<file path="src/rtl/gpio_port_demux.sv">
// Registered GPIO output demultiplexer. It steers the core's GPIO byte into one of NPORTS
// held port registers, using write/set/clear/toggle ops and a readback path.
module gpio_port_demux #(
    parameter int unsigned WIDTH  = 8,
    parameter int unsigned NPORTS = 4,
    parameter int unsigned SELW   = 2,
    parameter bit          HOLD   = 1'b1
) (
    input  logic                     clk,
    input  logic                     rst,
    input  logic                     wr_en,
    input  logic [1:0]               op,
    input  logic [SELW-1:0]          sel,
    input  logic [WIDTH-1:0]         gpio_out,
    output logic [NPORTS*WIDTH-1:0]  port_out,
    output logic [WIDTH-1:0]         rd_data,
    output logic                     err
);

    localparam logic [1:0] OP_WRITE  = 2'b00;
    localparam logic [1:0] OP_SET    = 2'b01;
    localparam logic [1:0] OP_CLEAR  = 2'b10;
    localparam logic [1:0] OP_TOGGLE = 2'b11;

    logic [WIDTH-1:0] port_q [NPORTS];
    logic [WIDTH-1:0] port_d [NPORTS];
    logic             sel_valid;

    function automatic logic [WIDTH-1:0] apply_op(input logic [1:0]       o,
                                                  input logic [WIDTH-1:0] cur,
                                                  input logic [WIDTH-1:0] mask);
        logic [WIDTH-1:0] res;
        res = cur;
        case (o)
            OP_WRITE:  res = mask;
            OP_SET:    res = cur | mask;
            OP_CLEAR:  res = cur & ~mask;
            OP_TOGGLE: res = cur ^ mask;
            default:   res = cur;
        endcase
        return res;
    endfunction

    always_comb begin
        sel_valid = (32'(sel) < NPORTS);
    end

    // Next port values: selected port takes the op, others hold or clear in exclusive mode
    always_comb begin
        for (int unsigned k = 0; k < NPORTS; k++) begin
            port_d[k] = port_q[k];
            if (wr_en && sel_valid) begin
                if (SELW'(k) == sel) begin
                    port_d[k] = apply_op(op, port_q[k], gpio_out);
                end else if (HOLD == 1'b0) begin
                    port_d[k] = '0;
                end
            end
        end
    end

    always_ff @(posedge clk or posedge rst) begin
        if (rst) begin
            for (int unsigned k = 0; k < NPORTS; k++) begin
                port_q[k] <= '0;
            end
            err <= 1'b0;
        end else begin
            for (int unsigned k = 0; k < NPORTS; k++) begin
                port_q[k] <= port_d[k];
            end
            err <= wr_en && !sel_valid;
        end
    end

    // Readback is unqualified by wr_en; an out-of-range sel reads zero
    always_comb begin
        rd_data = '0;
        for (int unsigned k = 0; k < NPORTS; k++) begin
            if (SELW'(k) == sel) begin
                rd_data = port_q[k];
            end
        end
    end

    for (genvar g = 0; g < int'(NPORTS); g++) begin : g_port
        assign port_out[g*WIDTH +: WIDTH] = port_q[g];
    end

endmodule

</file>
<file path="config.mk">
export PLATFORM = sky130hd
export DESIGN_NAME = gpio_port_demux
export DESIGN_NICKNAME = d
export VERILOG_FILES = /design/src/rtl/gpio_port_demux.sv
export SDC_FILE = /design/constraint.sdc
export NUM_CORES = 1
export LEC_CHECK = 0
export CAP_MARGIN = 20
export CORE_MARGIN = 2
export CORE_UTILIZATION = 45
export CTS_CLUSTER_DIAMETER = 100
export DETAILED_ROUTE_END_ITERATION = 8
export GPL_TIMING_DRIVEN = 0
export PLACE_DENSITY = 0.71
export REMOVE_ABC_BUFFERS = 1
export SYNTH_ARGS = -nofsm -noshare
export SYNTH_HDL_FRONTEND = slang
export SYNTH_SLANG_ARGS = --single-unit
</file>
<file path="constraint.sdc">
create_clock -name clk -period 2.64 [get_ports clk]
set_input_delay 0.264 -clock clk [delete_from_list [all_inputs] [get_ports clk]]
set_output_delay 0.264 -clock clk [all_outputs]
set_load 0.01 [all_outputs]
</file>
## Yosys cells after proc, flatten, opt, wreduce, memory -nomap -nowiden

Index checks and enable logic that the tools add are counted.

| storage, ports and cells | value |
|---|---|
| logic and storage cells | 37 |
| bits in registers | 32 |
| input bits | 15 |

| cells by class | value |
|---|---|
| multiplexer cells | 8 |
| bitwise operators | 13 |
| reduce and logical (&&, ||, !) cells | 6 |
| equality and inequality tests | 6 |

Operators with widths:

| operator | number |
|---|---|
| one-hot mux 8 bit (4 select lines) | 4 |
| bitwise AND 8 bit | 4 |
| two-way mux 8 bit | 4 |
| OR 8 bit | 4 |
| XOR 8 bit | 4 |
| inverter 8 bit | 1 |
| AND reduction 2 bit | 4 |
| equality test 2 bit (first input constant) | 2 |
| equality test 2 bit (second input constant) | 2 |
| logical NOT 2 bit | 2 |
| equality test 1 x 2 -> 1 bit (first input constant) | 1 |
| equality test 2 x 1 -> 1 bit (second input constant) | 1 |

## Depth between registers and ports, before layout

Gate-level depths: netlist of run 1.

| logic depth | value |
|---|---|
| word-level depth | 5 |
| depth in mapped cells | 6 |

## Least setup slack after synthesis of run 1

Ideal clock, no wire load.

| timing path | value |
|---|---|
| path type | register -> register |
| start point | register port_q, in the netlist port_out[2] |
| end point | register port_q, in the netlist port_out[2] |
| cell stages (with the launch flop) | 5 |
| data required time | 2.515 ns |
| library setup time | 0.125 ns |
| arrival | 1.430 ns |
| path slack | 1.085 ns |
| path through | dfrtp_1 inv_1 ha_1 mux4_2 mux2_4 |

| between the ends | value |
|---|---|
| longest elaborated chain between the ends | 2 |

Ends and longest elaborated chain:

| element | line | text |
|---|---|---|
| from (decl) | 25 | `logic [WIDTH-1:0] port_q [NPORTS];` |
| from (signal, indexed assignment) | 70 | `port_q[k] <= port_d[k];` |
| XOR 8 bit, or another cell as far along | 38 | `OP_TOGGLE: res = cur ^ mask;` |
| one-hot mux 8 bit (4 select lines) * | 34 | `case (o)` |

Mark *: on every way between the ends. The rest lies on a longest branch, timed or not.
A chain may end at the register's enable or synchronous reset.

## Worst setup path after layout of run 1

| timing path | value |
|---|---|
| start point | input port sel[0] |
| end point | output port rd_data[7] |

| between the ends | value |
|---|---|
| longest elaborated chain between the ends | 5 |

Ends and longest elaborated chain:

| element | line | text |
|---|---|---|
| from (decl) | 13 | `input logic [SELW-1:0] sel,` |
| logical NOT 2 bit | 80 | `if (SELW'(k) == sel) begin` |
| two-way mux 8 bit (3 in a row) | 80 |  |
| two-way mux 8 bit * | 80 |  |
| to (decl) | 16 | `output logic [WIDTH-1:0] rd_data,` |

Marked as above.

==> results of run 1 <==
cell usage after synthesis (all sizes together):
cell type  number
nand3           1
mux2           27
o221ai          5
dfrtp          32
mux2i           5
mux4           35
ha             64
a21oi           5
buf            12
conb            1
nor3b           1
nand4b          1
nand2           6
nor2            6
nand4           1
inv            68
nand3b          1
area by class of cell:
| type | instances | area [sq um] | share of cell area [%] |
|---|---|---|---|
| Timing Repair Buffer | 56 | 583 | 14.6 |
| Multi-Input combinational cell | 159 | 2140 | 53.6 |
| Sequential cell | 32 | 801 | 20.0 |
| Inverter | 68 | 255 | 6.39 |
| Clock buffer | 8 | 90.1 | 2.25 |
| Tap cell | 99 | 124 | 3.10 |
cell families after synthesis:
| group | after synthesis | share of synthesized area (%) |
|---|---|---|
| flops | 32 | 24.3 |
| mux | 67 | 35.6 |
| fa+ha+maj | 64 | 24.3 |
| compound gates | 10 | 2.09 |
| simple gates | 17 | 2.96 |
| other cells | 1 | 0.114 |
| buf+inv | 80 | 10.6 |
routing by layer:
layer	global-route usage (%)	vias up	share of wire, %
met2	31.9	44	49
met1	24.9	1129	46
met5	0	-	0
met3	3.69	4	3.8
li1	-	1040	-
met4	4.88	0	0.95
worst max path at each step:
stage	to	cells after the start	slack (ns)	startpoint
after floorplan	port_out[2]	4	1.09	port_out[2]
after global placement	port_out[29]	3	-0.62	op[1]
after detailed placement	rd_data[7]	3	-0.15	sel[0]
after CTS	rd_data[7]	3	0.12	sel[0]
after global routing	rd_data[2]	3	0.06	sel[0]
final	rd_data[7]	3	0.15	sel[0]
stage by stage:
stage	area, sq um	hold slack (ns)
2_1_floorplan	3200	0.380
3_3_place_gp	3860	0.567
3_5_place_dp	3910	0.574
4_1_cts	4000	0.355
5_1_grt	4000	0.391
6_report	4000	0.342
report_power, final:
| group | total, mW | switching, mW | internal [mW] | leakage, nW |
|---|---|---|---|---|
| Clock | 0.399 | 0.186 | 0.213 | 0.0455 |
| Sequential | 0.926 | 0.249 | 0.677 | 0.382 |
| Combinational | 1.50 | 0.550 | 0.949 | 1.47 |
| Total | 2.82 | 0.985 | 1.84 | 1.89 |
timing repair:
action,in CTS,in global routing
gates resized for setup,2,0
endpoints found under the setup margin,8,0
setup buffers,0,0
==> run summary, run 1 <==
TritonCTS built the clock tree. During I/O placement, the number of pins put on the boundary was 56. After the flow finishes, the layout carries non-filler instances totaling 422. The number of max-capacitance violations reported is 0.

The number of flip-flops under the largest register name came out at 32. The worst register-to-register path has a setup slack of 1.03 ns. STA classifies the critical path startpoint as an input port.

The max-slew violation count came out at 0. The critical path is of the in2out type. The first routing iteration left 83 violations. The remaining number of nets flagged by the antenna check after routing came out at 0. The total wire length after detailed routing came out at 6.62 mm. The average wire per cell in the routed design came out at 15.7 um.

The maximum fanout encountered on the critical timing path came out at 14. In the post-synthesis netlist, the biggest area contributors are sky130_fd_sc_hd__dfrtp_1, sky130_fd_sc_hd__ha_1, sky130_fd_sc_hd__mux4_2. The tree is rooted in a sky130_fd_sc_hd__clkbuf_8. The standard cell with the maximum stage delay on the critical path is sky130_fd_sc_hd__dlygate4sd2_1. The total CTS buffers is 5. The post-layout worst setup margin came out at 0.151 ns.

The register clock-pin slew on the reported worst setup and hold paths came out at 0.07 ns. The placeable core area is 0.00718 sq mm. The type of the tightest min-delay check is in2async. The number of I/O port buffers is 54. After global routing the overflow that remains totals 0. The endpoint type of the worst setup path is an output pin. The number of design rule violations left after detail routing came out at 0. The post-route netlist has 22.3% of its cells at a drive strength greater than 1. The full die area came out at 0.00802 sq mm.

At the end of the flow the core is filled with cells to 55.7%. The placer congestion estimate came out at 0.724. The proportion of netlist area held by the largest area contributor is 24.3%. Entering global routing, the biggest net connects 30 pins. Subtracting the final worst setup slack from the clock period gives 2.49 ns. The synthesized instance count came out at 271. The area growth from synthesis to final layout came out at 21.4%.

The worst IR drop on VDD is 0.000271 V. The required arrival time at the worst endpoint came out at 2.38 ns. The initial antenna violation count came out at 0.

Measured along the y axis, the die boundary spans 89.5 um. The register area share after synthesis is 24.3%. In this run the critical register-to-register path is launched from port_out[6]. The clock latency on the worst-skew pair is 0.28 ns. For the pin with the worst max-slew slack, the measured transition is 0.992 ns.

The max-slew headroom at the worst pin is 33.9%. The kind of cell with the highest combined delay along the critical path is buffers and inverters. The critical path buffer and inverter count came out at 2. The synthesized design spends more area on one cell type than any other, namely sky130_fd_sc_hd__dfrtp_1. The via count of the first global-routing pass is 2,285. The number of filler cells placed in the layout is 614. The placed wire-length estimate after detailed placement came out at 4.59 mm.

The run finished with clean final reports. The netlist area before placement came out at 0.00329 sq mm. The diode insertion count for antenna repair is 0.

The destination of the worst register-to-register timing path is port_out[6]. The number of nets at the end of the flow is 401. The fmax is 402 MHz. The effective utilization at floorplan is 45.9%.

After floorplanning, the core was divided into 31 placement rows. The count of hold buffers inserted by post-cts repair is 0. In this run the deepest clock path goes through 2 buffers. Walking the worst path, the cells encountered are dlygate4sd2_1 -> mux4_2 -> clkdlybuf4s50_1.

Setup violations remaining at the end of the flow were counted as 0. The final hold violation count is 0. The worst setup timing slack at the placement stage came out at -0.148 ns.

After layout, the design draws a total of 2.82 mW. The worst reg-to-reg path cell count came out at 4. The wire length of the first global-routing pass is 11.3 mm. The detailed-routing iteration count for the pre-antenna-repair pass is 4. The total number of vias came out at 2,217.

In the layout the commonest cells are sky130_fd_sc_hd__inv_1, sky130_fd_sc_hd__ha_1, sky130_fd_sc_hd__clkdlybuf4s50_1, sky130_fd_sc_hd__mux4_2, sky130_fd_sc_hd__dfrtp_1. The synthesized area per cell is 12.2 sq um. The number of distinct library cells after synthesis is 23.

The static leakage power is 1.89 nW. The number of levels in the clock H-tree came out at 2. For this run, the number of Yosys warnings is 0. The die outline width came out at 89.5 um. The library cell used most frequently in the layout, excluding fill and tap cells, is sky130_fd_sc_hd__inv_1. The setup TNS came out at 0 ns. The final critical path takes up 94.3% of the cycle.

Global routing used 18.9% of the available tracks across all layers. The power density normalized to cell area came out at 707 mW/mm^2. Setup repair after global routing left no endpoint under its margin.

The average vias per placed instance came out at 5.25. For this run, the slowest stage of the critical path takes 0.86 ns. After detailed placement, the design holds a cell count of 414. The clock drives 32 sinks. The worst clock skew came out at 0 ns. Data arrives at the worst endpoint at 2.23 ns. Synthesis inferred 32 register bits.
(Power assumes the default switching activity.)
==> inputs of run 2 (changes only) <==
Settings changed: CAP_MARGIN 20 to default.
==> run 2 against run 1 <==
Flip-flop and latch count stayed put. Non-clock buffer count stayed put. Clock power hardly changed. Sequential share of layout area stayed put. Global-route usage is 0.19 points higher. Critical path depth stayed put. Sequential power hardly changed. Largest cell class unchanged. Largest power group unchanged.
==> run summary, run 2 (synthesis results as in run 1) <==
The run finished with clean final reports. Compared with the post-synthesis result, the final layout area differs by 21.4%. The library cells used most frequently in the layout, excluding fill and tap cells, are sky130_fd_sc_hd__inv_1, sky130_fd_sc_hd__ha_1, sky130_fd_sc_hd__clkdlybuf4s50_1, sky130_fd_sc_hd__mux4_2, sky130_fd_sc_hd__dfrtp_1.

The worst pin sits at a relative slew slack of 34.6%. The wire length of the first global-routing pass came out at 11.4 mm. The final design instance area without fill is 0.00400 sq mm. The detailed-routing iteration count for the pre-antenna-repair pass came out at 4.

CTS placed an instance of sky130_fd_sc_hd__clkbuf_8 at the clock tree root. The design draws 2.83 mW. The core region is 0.00718 sq mm. Once placement finished, the instance area stood at 0.00391 sq mm. From left edge to right edge, the die measures 89.5 um. The setup slack of the worst register-to-register path came out at 1.03 ns. The delay of the slowest cell on the worst path came out at 0.85 ns. The via count of the first global-routing pass was 2,310. The worst clock skew is 0 ns.

The type of element launching the critical path is an input port. The portion of total power attributed to sequential cells is 32.8%. The routed length on met3 is 218 um. The initial antenna violation count was 0. The setup path with the least slack is of type in2out. The worst IR drop on VDD came out at 0.000291 V. The final clock period utilization by the worst path is 93.9%. At the end of routability-driven placement, the weighted congestion stood at 0.724. The clock sink count is 32.

The buffer count from post-CTS setup fixing came out at 0. During placement, the flow inserted port buffers numbering 54. The register clock-pin slew on the reported worst setup and hold paths is 0.07 ns.

The number of nets at the end of the flow came out at 401. The pin count of the biggest net entering global routing is 30. Derived from the worst setup path, the maximum achievable clock frequency is 403 MHz. Dividing total power by cell area gives a power density of 708 mW/mm^2. The worst reg-to-reg path cell count is 4. The worst register-to-register path ends at port_out[6]. Setup violations remaining at the end of the flow were counted as 0. Of the total power, the share spent switching nets is 35.0%. The most common library cell in the layout ignoring fill and taps is sky130_fd_sc_hd__inv_1. The average vias per placed instance is 5.29.

The worst reg2reg path startpoint is port_out[6]. The combinational cell fraction of total power came out at 53.0%. The clock latency on the worst-skew pair is 0.28 ns. The floorplan step set the die height to 89.5 um. The clock share of power came out at 14.2%.

In the global route stage, overall resource usage came out at 19.1%. STA puts the critical path data required time at 2.38 ns. The total length of routed met2 wires is 3.29 mm.

The kind of cell with the highest combined delay along the critical path is buffers and inverters. STA classifies the critical path endpoint as an output pin. The total number of vias is 2,232.

The die covers 0.00802 sq mm. The register with the most flip-flops in the layout has 32 of them. The total CTS buffers came out at 5. The number of max-capacitance violations reported came out at 0. Setup repair after global routing left no endpoint under its margin. The routed length on met1 is 3.12 mm.

The maximum fanout encountered on the critical timing path is 14. The final hold violation count is 0. The cell depth of the worst setup path came out at 3. TritonCTS built the clock tree. The transition time at the pin with the least slew margin came out at 0.982 ns. The internal power component is 1.84 mW.

The slowest stage of the critical path is the sky130_fd_sc_hd__dlygate4sd2_1 cell. The leftover overflow at the end of global routing came out at 0. The switching power summed over all nets came out at 0.989 mW. The initial DRC count is 101. The max-slew violation count came out at 0. CTS built an H-tree with a depth of 2. The final period demand of the worst path came out at 2.48 ns. The number of design rule violations left after detail routing is 0. The count of boundary I/O pins is 56.

The critical path goes through dlygate4sd2_1 -> mux4_2 -> clkdlybuf4s50_1. The highest layer touched by signal routing is met4. The total wire length after detailed routing is 6.70 mm. Summed over all cells, the static leakage comes to 1.89 nW. The initial utilization of the core area, before any placement, comes to 45.9%. The arrival time reported for the critical path endpoint came out at 2.22 ns. The detail route stage leaves a number of antenna-violating nets equal to 0.

Summed over all nets, the half-perimeter wirelength after detailed placement is 4.59 mm. In the final layout, the share of cells above drive strength 1 is 22.3%. The repair_antennas step left the layout with diodes totalling 0.

The number of buffers between clock root and the deepest sink is 2. The standard-cell row count is 31. The average wire per cell in the routed design came out at 15.9 um.

The path class of the tightest hold or removal check is in2async. The critical path buffer and inverter count is 2.
## run 2: cell counts in the layout (fill, tap and decap cells not counted)
No cell type changed its count.
## run 2: how the worst max path moves through the flow
stage / start / end / slack [ns]
3_3_place_gp: op[1] / port_out[29] / -0.62
5_1_grt: sel[0] / rd_data[2] / 0.06
4_1_cts: sel[0] / rd_data[7] / 0.12
2_1_floorplan: port_out[2] / port_out[2] / 1.09
3_5_place_dp: sel[0] / rd_data[7] / -0.15
6_report: sel[0] / rd_data[7] / 0.16
## run 2: final cells by class
| type | count | area (sq um) |
|---|---|---|
| Fill cell | 617 | 3180 |
| Multi-Input combinational cell | 159 | 2140 |
| Sequential cell | 32 | 801 |
| Timing Repair Buffer | 56 | 583 |
| Inverter | 68 | 255 |
| Tap cell | 99 | 124 |
| Clock buffer | 8 | 90.1 |
## run 2: routing by layer
layer	up-vias	track usage [%]
li1	1040	-
met1	1144	25.1
met2	43	32.0
met3	5	3.88
met4	0	5.29
met5	-	0
## run 2: power by group through the flow
stage / Clock [mW] / Sequential (mW) / Combinational, mW
2_1_floorplan: 0 / 0.965 / 0.759
3_3_place_gp: 0 / 0.929 / 1.45
3_5_place_dp: 0 / 0.936 / 1.52
4_1_cts: 0.421 / 0.930 / 1.53
5_1_grt: 0.439 / 0.974 / 1.69
6_report: 0.401 / 0.927 / 1.50
## run 2: worst register-to-register path, delay by kind of cell (launching register included)
family / cells / cell delay (ns)
adder cells (fa/ha/maj): 1 / 0.26
multiplexers: 2 / 0.73
buffers and inverters: 1 / 0.07
flip-flops: 1 / 0.44
## run 2: what timing repair did
item	CTS	global route
resized for setup	2	0
hold buffers	0	0
endpoints found under the hold margin	0	0
setup endpoints to repair	8	0
## run 2: stage by stage
step | hold WS [ns] | utilization [%] | std cells | worst slack [ns] | setup TNS, ns
global placement | 0.567 | 53.8 | 412 | -0.618 | -15.12
global route | 0.384 | 55.7 | 422 | 0.0598 | 0
floorplan | 0.380 | - | 259 | 1.09 | 0
finish | 0.339 | 55.7 | 422 | 0.161 | 0
CTS | 0.358 | 55.7 | 422 | 0.123 | 0
detailed placement | 0.574 | 54.5 | 414 | -0.152 | -0.856
==> inputs of run 3 (changes only) <==
Settings changed: CORE_UTILIZATION 45 to 59, PLACE_DENSITY 0.71 to 0.9, SKIP_LAST_GASP from default to 1.
==> run 3 against run 2 <==
Flip-flop and latch count stayed put. Via count is 2.9% higher. Clock power is 2% higher. Clock-buffer cell count is 2 lower. Clock skew stayed put. Worst setup slack better by 0.051 ns. Non-clock buffer count is 1 lower. Sequential share of layout area is 0.34 points higher. Sequential power hardly changed. Critical endpoint is now rd_data[1]. Largest cell class unchanged. Highest routed layer unchanged.
==> run summary, run 3 (synthesis results as in run 1) <==
The number of filler cells placed in the layout is 370. The portion of total power attributed to sequential cells came out at 32.4%. The die outline width is 78.7 um. The clock share of power is 14.3%. In this design, the stage delay of the slowest critical-path cell is 0.80 ns. The number of flip-flops under the largest register name came out at 32.

The worst setup path is launched from an input port. Setup repair after global routing left no endpoint under its margin. The run finished with clean final reports. The via count of the first global-routing pass came out at 2,303.

The max-slew violation count is 0. The average vias per placed instance is 5.83. The CTS tree is yes. The total number of vias is 2,297. Cell internal power was estimated by the tool at 1.84 mW. The post-layout total power is 2.86 mW. The leftover overflow at the end of global routing is 0. The total wire length after detailed routing came out at 6.60 mm. Net switching is 35.9% of the power. The count of hold buffers inserted by post-cts repair came out at 0. The number of max-capacitance violations reported came out at 0. The clock sink count came out at 32. The worst path in the final design needs a cycle of 2.43 ns, including I/O delays and setup. The repair_antennas step left the layout with diodes totalling 0.

The max-slew headroom at the worst pin is 39.5%. Clock tree synthesis selected as its root buffer the cell sky130_fd_sc_hd__clkbuf_8. The arrival time reported for the critical path endpoint came out at 2.16 ns.

The transition time at the pin with the least slew margin is 0.907 ns. The total CTS buffers came out at 5. Together, buffers and inverters on the worst path number 2. The power density normalized to cell area is 728 mW/mm^2. The clock latency on the worst-skew pair came out at 0.29 ns.

The required arrival time at the worst endpoint came out at 2.38 ns. The wire length of the first global-routing pass came out at 11.2 mm. During placement, the flow inserted port buffers numbering 54. The buffer count from post-CTS setup fixing came out at 0. The core region is 0.00544 sq mm. The chip height came out at 78.7 um. The remaining number of nets flagged by the antenna check after routing came out at 0. Summed over all cells, the static leakage comes to 1.88 nW. The pin count of the biggest net entering global routing is 33. The critical setup path kind is in2out. Static timing analysis puts the maximum clock frequency at 412 MHz. The count of boundary I/O pins is 56. The clock arrives with 0 ns of skew. The share of post-route cells with drive strength above 1 came out at 23.0%. The count of instances resized after the clock tree is built came out at 2. The detailed-routing iteration count for the pre-antenna-repair pass came out at 4. The placer congestion estimate came out at 0.749. The final number of setup-violating endpoints came out at 0.

The number of nets at the end of the flow came out at 400. The maximum fanout encountered on the critical timing path came out at 14. Measured on the finished design, the core utilization comes to 72.3%.

The combined global-route utilization of all metal layers came out at 23.4%. The worst-case IR drop observed on VDD is 0.000473 V. Leaving out fill and tap cells, the most frequent cells in the layout are sky130_fd_sc_hd__inv_1, sky130_fd_sc_hd__ha_1, sky130_fd_sc_hd__clkdlybuf4s50_1, sky130_fd_sc_hd__mux4_2, sky130_fd_sc_hd__dfrtp_1. The standard cell with the maximum stage delay on the critical path is sky130_fd_sc_hd__dlygate4sd2_1. The die covers 0.00620 sq mm. The area growth from synthesis to final layout came out at 19.3%. The initial utilization of the core area, before any placement, comes to 60.5%. The clock passes through at most 2 buffers.

The average wire per cell in the routed design came out at 16.7 um. The worst setup path is captured at an output pin. The standard-cell row count came out at 27.

The switching power summed over all nets is 1.03 mW. The share of total power dissipated in combinational logic is 53.3%. The final clock period utilization by the worst path came out at 92.0%. In this run the number of H-tree levels came out at 2. Grouping stages by cell kind, the critical path spends the most delay in buffers and inverters. The initial antenna violation count came to 0. The signal on the critical path passes through dlygate4sd2_1 -> mux4_2 -> clkdlybuf4s50_1. In this run the worst hold path is classified as in2async.

The initial DRC count came out at 86. The most common library cell in the layout ignoring fill and taps is sky130_fd_sc_hd__inv_1. The final hold violation count is 0.

After detailed routing, the number of remaining DRC violations is 0. The register clock-pin slew on the reported worst setup and hold paths is 0.08 ns. Setup total negative slack on the finished layout was measured at 0 ns. Summed over all nets, the half-perimeter wirelength after detailed placement is 4.65 mm.
==> run 3: path summary, 6_finish.rpt <==
kind / endpoint / start / slack (ns) / cells past startpoint
min in group clk: port_out[25] / port_out[25] / 0.60 / 2
setup reg to reg: port_out[3] / port_out[3] / 1.02 / 4
hold / removal: port_out[24] / rst / 0.41 / 2
setup / recovery: rd_data[1] / sel[0] / 0.21 / 3
hold reg to reg: port_out[25] / port_out[25] / 0.60 / 2
max in group asynchronous: port_out[9] / rst / 1.75 / 2
==> run 3: cell type report <==
type                    instances  area (sq um)  share of cell area (%)
inverters                      68           255                    6.49
clock buffers                   6          82.6                    2.10
flip-flops and latches         32           801                    20.4
repair buffers                 55           548                    13.9
clock inverters                 2          10.0                   0.255
multi-input cells             159          2140                    54.5
well taps                      72          90.1                    2.29
==> run 3: worst register-to-register path: stages (launching register included) <==
cell and delay (ns):
sky130_fd_sc_hd__dfrtp_1 0.44, sky130_fd_sc_hd__inv_1 0.07, sky130_fd_sc_hd__ha_1 0.27, sky130_fd_sc_hd__mux4_2 0.46, sky130_fd_sc_hd__mux2_2 0.28
==> run 3: power groups by stage <==
| stage | logic, mW | clock network [mW] | registers [mW] |
|---|---|---|---|
| 2_1_floorplan | 0.759 | 0 | 0.965 |
| 3_3_place_gp | 1.44 | 0 | 0.920 |
| 3_5_place_dp | 1.54 | 0 | 0.931 |
| 4_1_cts | 1.55 | 0.417 | 0.927 |
| 5_1_grt | 1.68 | 0.444 | 0.965 |
| 6_report | 1.53 | 0.410 | 0.928 |
==> run 3: layer usage <==
metal  track usage (%)  routed length, um
met3              4.55                343
met4              6.32                 79
met1              30.6               2750
met2              40.1               3430
met5                 0                  0
==> run 3: per-stage QoR <==
stage	setup WS [ns]	hold slack [ns]	instance area, sq um	std cells
6_report	0.212	0.413	3930	394
5_1_grt	0.127	0.466	3930	394
4_1_cts	0.196	0.597	3930	394
3_5_place_dp	-0.0719	0.577	3840	386
3_3_place_gp	-0.577	0.564	3830	385
2_1_floorplan	1.09	0.380	3200	259
